[config.mk]
export PLATFORM = sky130hd
export DESIGN_NAME = ccff_chain_loader
export DESIGN_NICKNAME = d
export VERILOG_FILES = /design/src/rtl/ccff_chain_loader.sv
export SDC_FILE = /design/constraint.sdc
export NUM_CORES = 1
export LEC_CHECK = 0
export ABC_AREA = 1
export ABC_CLOCK_PERIOD_IN_PS = 2230
export CORE_AREA = 2 2 73 75
export CTS_BUF_LIST = sky130_fd_sc_hd__clkbuf_2 sky130_fd_sc_hd__clkbuf_4 sky130_fd_sc_hd__clkbuf_8
export DETAILED_ROUTE_END_ITERATION = 7
export DIE_AREA = 0 0 75 77
export GPL_ROUTABILITY_DRIVEN = 0
export PLACE_DENSITY = 0.77
export REMOVE_ABC_BUFFERS = 1
export SLEW_MARGIN = 20
export SYNTH_ARGS = -nofsm -noshare
export SYNTH_HDL_FRONTEND = slang
export SYNTH_SLANG_ARGS = --single-unit
[constraint.sdc]
create_clock -name prog_clk -period 2.23 [get_ports prog_clk]
set_input_delay 0.223 -clock prog_clk [delete_from_list [all_inputs] [get_ports prog_clk]]
set_output_delay 0.223 -clock prog_clk [all_outputs]
set_load 0.05 [all_outputs]
[src/rtl/ccff_chain_loader.sv]
// Streams bitstream words MSB-first into a ccff chain on prog_clk,
// while packing the bits shifted out of the chain tail into readback words.
module ccff_chain_loader #(
  parameter int CHAIN_LEN = 32,
  parameter int WORD_W    = 8
) (
  input  logic              prog_clk,
  input  logic              pResetn,
  input  logic              start,
  input  logic [WORD_W-1:0] cfg_data,
  input  logic              cfg_valid,
  output logic              cfg_ready,
  output logic              ccff_head,
  output logic              config_enable,
  input  logic              ccff_tail,
  output logic [WORD_W-1:0] rb_data,
  output logic              rb_valid,
  output logic              busy,
  output logic              done
);

  localparam int CNT_W = $clog2(CHAIN_LEN + 1);
  localparam int BIT_W = (WORD_W > 1) ? $clog2(WORD_W) : 1;
  localparam int RBN_W = $clog2(WORD_W + 1);

  localparam logic [1:0] S_IDLE  = 2'd0;
  localparam logic [1:0] S_LOAD  = 2'd1;
  localparam logic [1:0] S_SHIFT = 2'd2;
  localparam logic [1:0] S_DONE  = 2'd3;

  localparam logic [CNT_W-1:0] LAST_CNT = CNT_W'(CHAIN_LEN);
  localparam logic [BIT_W-1:0] LAST_BIT = BIT_W'(WORD_W - 1);
  localparam logic [RBN_W-1:0] FULL_RB  = RBN_W'(WORD_W);

  logic [1:0]        st;
  logic [CNT_W-1:0]  cnt;
  logic [BIT_W-1:0]  bidx;
  logic [WORD_W-1:0] sh;
  logic [WORD_W-1:0] rb_sh;
  logic [RBN_W-1:0]  rb_n;

  logic [CNT_W-1:0]  cnt_nx;
  logic [RBN_W-1:0]  rb_n_nx;
  logic [WORD_W-1:0] rb_sh_nx;
  logic              last_bit;
  logic              chain_end;

  always_comb begin
    cnt_nx    = cnt + CNT_W'(1);
    rb_n_nx   = rb_n + RBN_W'(1);
    rb_sh_nx  = (rb_sh << 1) | WORD_W'(ccff_tail);
    last_bit  = (bidx == LAST_BIT);
    chain_end = (cnt_nx == LAST_CNT);
  end

  // next word is only wanted if the chain still has room after this bit
  assign cfg_ready = (st == S_LOAD) |
                     ((st == S_SHIFT) & last_bit & ~chain_end);
  assign busy      = (st == S_LOAD) | (st == S_SHIFT);
  assign done      = (st == S_DONE);

  always_ff @(posedge prog_clk or negedge pResetn) begin
    if (!pResetn) begin
      st            <= S_IDLE;
      cnt           <= '0;
      bidx          <= '0;
      sh            <= '0;
      rb_sh         <= '0;
      rb_n          <= '0;
      rb_data       <= '0;
      rb_valid      <= 1'b0;
      ccff_head     <= 1'b0;
      config_enable <= 1'b0;
    end else begin
      rb_valid <= 1'b0;
      unique case (st)
        S_IDLE: begin
          if (start) begin
            st    <= S_LOAD;
            cnt   <= '0;
            bidx  <= '0;
            rb_n  <= '0;
            rb_sh <= '0;
          end
        end
        S_LOAD: begin
          if (cfg_valid) begin
            st            <= S_SHIFT;
            config_enable <= 1'b1;
            ccff_head     <= cfg_data[WORD_W-1];
            sh            <= cfg_data << 1;
            bidx          <= '0;
          end
        end
        S_SHIFT: begin
          cnt   <= cnt_nx;
          rb_sh <= rb_sh_nx;
          rb_n  <= rb_n_nx;
          if (rb_n_nx == FULL_RB) begin
            rb_data  <= rb_sh_nx;
            rb_valid <= 1'b1;
            rb_n     <= '0;
          end else if (chain_end) begin
            // partial last word: left-justify, zero-pad
            rb_data  <= rb_sh_nx << (FULL_RB - rb_n_nx);
            rb_valid <= 1'b1;
          end
          if (chain_end) begin
            st            <= S_DONE;
            config_enable <= 1'b0;
            ccff_head     <= 1'b0;
          end else if (!last_bit) begin
            bidx      <= bidx + BIT_W'(1);
            ccff_head <= sh[WORD_W-1];
            sh        <= sh << 1;
          end else if (cfg_valid) begin
            bidx      <= '0;
            ccff_head <= cfg_data[WORD_W-1];
            sh        <= cfg_data << 1;
          end else begin
            st            <= S_LOAD;
            config_enable <= 1'b0;
            ccff_head     <= 1'b0;
            bidx          <= '0;
          end
        end
        S_DONE:  st <= S_IDLE;
        default: st <= S_IDLE;
      endcase
    end
  end

endmodule

==> results.toml, run 1 <==
[status]
status = "completed"

[power]
p_int_mw = 1.853
clkPwrFrac_pct = 18.6
p_sw_share_pct = 45.31
p_total_mw = 3.389
p_seq_share_pct = 29.9
switchingPower_mw = 1.536
peakVddDrop_mv = 0.4467
powerDensity_mw_per_mm2 = 1104
p_comb_share_pct = 51.5
p_leak_nw = 1.444

[logic_synthesis]
synth_simple_gate_area_share_pct = 31.33
synth-compound-area-share_pct = 14.64
synth_top_family_by_area = "simple AND/OR/NAND/NOR gates"
synthXorXnorAreaFrac_pct = 0
yosysSeqAreaShare_pct = 39.10
ys_ff_latch = 41
yosys.area_share.adder_pct = 4.769
syn-cell-area_mm2 = 0.002624
synth.avg_cell_area_um2 = 7.349
synth_warnings = 0
synthMuxAreaShare_pct = 0
synth.distinct_cells = 32
syn_inst = 357

[worst_setup_path]
end_kind = "primary output"
worstPathRequired_ps = 2010
r2r_cells = 5
r2r_setup_slack_ps = 370
critical_path_class = "reg -> out"
regToRegEndpoint = "rb_n[3]"
reg2reg_from = "st[0]"
start_kind = "register"
path_max_fanout = 6
cp_data_arrival_time_ps = 1910

[timing]
setup_tns_ps = 0
period_minus_slack_ps = 2135
hold_viol = 0
finalSetupViolations = 0
fmax_ghz = 0.4685
maxSlewHeadroom_pct = 64.43
worstMarginPinSlew_ps = 531.9
setup_ws_ps = 95.34
finalCritPeriodShare_pct = 95.72
worst_clock_skew_ps = 1.900
slew_violations = 0

[cts]
clk_pin_slew_ps = 80
cts_root_buffer = "clkbuf_8"
cts_tree = "yes"
clock_latency_ps = 290
cts_inserted_buffers = 5
htree_levels = 2
cts.sinks = 41
cts_buffer_depth = 2

[floorplanning]
initial_core_util_pct = 52.71
row_count = 26
die_x_um = 75
coreArea_mm2 = 0.004977
dieHeight_um = 77
fp.dieArea_mm2 = 0.005775
num_io_pins = 27

[routing]
initialDrtViolationCount = 128
via_per_inst = 5.145
wl_per_cell_um = 12.40
final_antenna_net_count = 0
routed_wirelength_um = 5641
vias = 2341
firstDrtPassIters = 5
route.detailed.drc = 0

[cells_and_area]
fillCellCount = 434
final_nets = 407
final_common_cell = "nand2_1"
area_delta_synth_final_pct = 17.02
drive_above_1_share_pct = 12.73
diodes = 0
mostFrequentLayoutCells = "113 x nand2_1, 41 x inv_1, 40 x dfrtp_1"

[grt]
grtUsageTotal_pct = 21.46
grt_overflow_total = 0
antenna_found_initial = 0
grt_pass1_vias = 2223
grt_pass1_wl_um = 9749
grt_max_degree = 27

[placement]
preCtsSetupSlack_ps = 380.8
hpwl_um = 4179
portBuffers = 26

[job]
max-cap-violations = 0

[min_path]
hold_path_class = "in -> async"
[synth_stat cells]
master	instances	share of area [%]
nand2_1	113	16
dfrtp_1	41	39
inv_1	41	5.9
nand3_1	28	5.3
o21ai_0	18	3.4
nor2_1	16	2.3
o21ai_1	13	2.5
ha_1	10	4.8
o22ai_1	10	2.4
nand4_1	9	2.1
nand2_2	8	1.9
o21ai_2	7	2.3
a21oi_1	5	0.95
buf_2	5	0.95
inv_2	5	0.72
clkbuf_1	4	0.57
nor2_2	4	0.95
o211ai_1	3	0.86
buf_4	2	0.57
nand3_4	2	1.3
o32ai_1	2	0.67
a21oi_2	1	0.33
and2_4	1	0.33
buf_1	1	0.14
buf_12	1	0.76
buf_6	1	0.43
clkinv_1	1	0.14
nand2_4	1	0.43
nor2_4	1	0.43
o21ai_4	1	0.62
o21bai_1	1	0.29
o31ai_1	1	0.29
[per-stage QoR]
stage | hold slack, ps | instances | area, um2 | utilization [%]
final | 376.8 | 455 | 3070 | 61.69
after detailed placement | 165.9 | 444 | 2924 | 58.75
after global routing | 414.4 | 455 | 3070 | 61.69
after CTS | 375.9 | 453 | 3054 | 61.36
after floorplan | -72.59 | 343 | 2534 | -
after global placement | 159.2 | 444 | 2924 | 58.75
[what timing repair did]
item	CTS	global route
gates resized for setup	0	1
hold buffers	1	0
endpoints found under the hold margin	15	0
setup buffers	0	2
endpoints found under the setup margin	0	1
[final cells by class]
class | count | area, um2 | area share (%)
flip-flops and latches | 41 | 1027 | 33.46
repair buffers | 34 | 327.8 | 10.68
clock buffers | 6 | 82.58 | 2.689
clock inverters | 2 | 37.54 | 1.222
inverters | 47 | 176.4 | 5.746
multi-input cells | 255 | 1331 | 43.36
well taps | 70 | 87.58 | 2.852
[per-layer routing]
metal  vias to the layer above  wire length [um]  part of all wire, %  GRT usage, %
met4                         0               132                  2.3         7.679
met5                         -                 0                    0             0
met2                        36              2676                   47         34.39
met3                        12               174                  3.1         4.599
met1                      1078              2658                   47         28.16
li1                       1215                 -                    -             -
[state kept, by name (all words and copies together) (netlist names)]
| signal | count |
|---|---|
| config_enable | 1 |
| cnt | 6 |
| rb_n | 4 |
| rb_data | 8 |
| ccff_head | 1 |
| rb_valid | 1 |
| st | 2 |
| bidx | 3 |
| sh | 8 |
| rb_sh | 7 |
[worst max-delay path by stage]
| stage | from | to | slack, ps | cells after the start |
|---|---|---|---|---|
| 6_report | st[1] | busy | 100 | 3 |
| 5_1_grt | cnt[0] | cfg_ready | -2 | 10 |
| 4_1_cts | cnt[0] | cfg_ready | 70 | 10 |
| 3_5_place_dp | st[0] | rb_n[3] | 380 | 5 |
| 3_3_place_gp | st[1] | busy | 440 | 3 |
| 2_1_floorplan | st[0] | cfg_ready | 70 | 4 |
[worst max-delay path, cell delays in order, from the launching register on]
cell	delay, ps
dfrtp_1	440
inv_1	110
ha_1	280
clkdlybuf4s50_1	790
[power groups by stage]
stage / Sequential, mW / Clock (mW) / Combinational (mW)
global placement: 1.02 / 0 / 1.69
global route: 1.04 / 0.677 / 1.98
detailed placement: 1.03 / 0 / 1.73
floorplan: 1.10 / 0 / 1.20
finish: 1.01 / 0.629 / 1.74
CTS: 1.01 / 0.639 / 1.73
[cells by family (layout without fill, tap and decap cells)]
kind of cell | Yosys count | after routing
buffers and inverters | 61 | 89
flip-flops | 41 | 41
AND/OR/NAND/NOR | 183 | 183
AO/OA/AOI/OAI | 62 | 62
adder cells (fa/ha/maj) | 10 | 10
Power figures use the tool's default switching activity.
==> run 2, diff against run 1 <==
Settings changed: HOLD_SLACK_MARGIN set to 0.15, MAX_ROUTING_LAYER set to met4.
==> run 2 against run 1 <==
Against the previous run: cell area is the same; register-to-register slack is essentially flat; first-iteration DRC count shrank 7.0%; power shrank 0.18%; worst setup slack gained 7.8 ps; non-clock buffer count is the same; core utilization is the same; routed wire length shrank 0.44%; combinational power is essentially flat; global-route usage grew 0.61 points; sequential share of layout area is the same; critical path type unchanged.
==> results.toml, run 2 (same netlist as run 1, synthesis figures left out) <==
[status]
status = "completed"

[worst_setup_path]
cp_cell_sequence = "inv_1 -> ha_1 -> clkdlybuf4s50_1"
cpLargestDelayFamily = "buffers and inverters"
end_kind = "primary output"
reg2reg_from = "st[0]"
r2r_setup_slack_ps = 370
r2r_cells = 5
crit_buf_inv = 2
cp_slowest_cell = "clkdlybuf4s50_1"
worstPathRequired_ps = 2010
cp_data_arrival_time_ps = 1900
critical_path_class = "reg -> out"
start_kind = "register"
path_max_fanout = 6
crit_path_max_incr_delay_ps = 790
regToRegEndpoint = "rb_n[3]"

[cts]
clk_pin_slew_ps = 80
cts_inserted_buffers = 5
cts_buffer_depth = 2
cts.sinks = 41
cts_root_buffer = "clkbuf_8"
cts_tree = "yes"
htree_levels = 2
clock_latency_ps = 300

[grt]
grt_pass1_vias = 2219
grtUsageTotal_pct = 22.07
grt_overflow_total = 0
antenna_found_initial = 0
grt_max_degree = 27
grt_pass1_wl_um = 9756

[timing]
finalCritPeriodShare_pct = 95.38
fmax_ghz = 0.4702
worstMarginPinSlew_ps = 531.1
slew_violations = 0
period_minus_slack_ps = 2127
setup_tns_ps = 0
holdWs_ps = 374.3
finalSetupViolations = 0
setup_ws_ps = 103.1
worst_clock_skew_ps = 2.913
hold_viol = 0
maxSlewHeadroom_pct = 64.48

[floorplanning]
fp.dieArea_mm2 = 0.005775
dieHeight_um = 77
initial_core_util_pct = 52.71
num_io_pins = 27
row_count = 26
coreArea_mm2 = 0.004977
die_x_um = 75

[power]
powerDensity_mw_per_mm2 = 1102
peakVddDrop_mv = 0.4397
p_total_mw = 3.383
p_leak_nw = 1.444

[cells_and_area]
final_common_cell = "nand2_1"
layout.cells.non_filler = 455
drive_above_1_share_pct = 12.73
biggestRegsByFlops = "rb_data: 8 flops, sh: 8 flops, rb_sh: 7 flops"
utilization_pct = 61.69
mostFrequentLayoutCells = "113 x nand2_1, 41 x inv_1, 40 x dfrtp_1"
final_nets = 407
diodes = 0
finalInstanceArea_mm2 = 0.003070
area_delta_synth_final_pct = 17.02

[placement]
preCtsSetupSlack_ps = 380.8
hpwl_um = 4179
post_dp_cell_area_mm2 = 0.002924
portBuffers = 26
placedCellCount = 444

[routing]
final_antenna_net_count = 0
initialDrtViolationCount = 119
firstDrtPassIters = 5
route.detailed.drc = 0
vias = 2344
via_per_inst = 5.152
routed_wirelength_um = 5616
wl_per_cell_um = 12.34

[job]
max-cap-violations = 0

[min_path]
hold_path_class = "in -> async"
==> run 2: cell counts in the layout (fill, tap and decap cells not counted) <==
Identical to the previous run, type by type.
==> run 2: area by class of cell <==
cell class | count | area [um2]
Fill cell | 434 | 1907
Multi-Input combinational cell | 255 | 1331
Sequential cell | 41 | 1027
Timing Repair Buffer | 34 | 327.8
Inverter | 47 | 176.4
Tap cell | 70 | 87.58
Clock buffer | 6 | 82.58
Clock inverter | 2 | 37.54
==> run 2: how the worst max path moves through the flow <==
| stage | start | to | cells past startpoint |
|---|---|---|---|
| after detailed placement | st[0] | rb_n[3] | 5 |
| final | st[1] | busy | 3 |
| after global placement | st[1] | busy | 3 |
| after CTS | cnt[0] | cfg_ready | 10 |
| after global routing | cnt[0] | cfg_ready | 10 |
| after floorplan | st[0] | cfg_ready | 4 |
==> run 2: what timing repair did <==
| item | 4_1_cts | 5_1_grt |
|---|---|---|
| gates resized for setup | 0 | 1 |
| hold buffers | 1 | 0 |
| hold endpoints to repair | 15 | 0 |
| buffers inserted | 0 | 2 |
| endpoints found under the setup margin | 0 | 1 |
==> run 2: report_power, final <==
group	switching, mW	internal [mW]
clock	0.266	0.364
sequential	0.112	0.902
combinational	1.15	0.587
==> run 2: worst reg2reg max path, stage by stage, from the launching register on <==
cell and delay [ps]:
dfrtp_1 440, inv_1 100, ha_1 210, buf_4 270
nand2_1 360, o32ai_1 380
==> run 2: routing by layer <==
metal	vias to the layer above	share of wire, %	global-route usage [%]
li1	1216	-	-
met1	1066	46	28.33
met2	50	47	34.39
met3	12	4.1	4.468
met4	0	2.3	7.679
met5	-	0	-
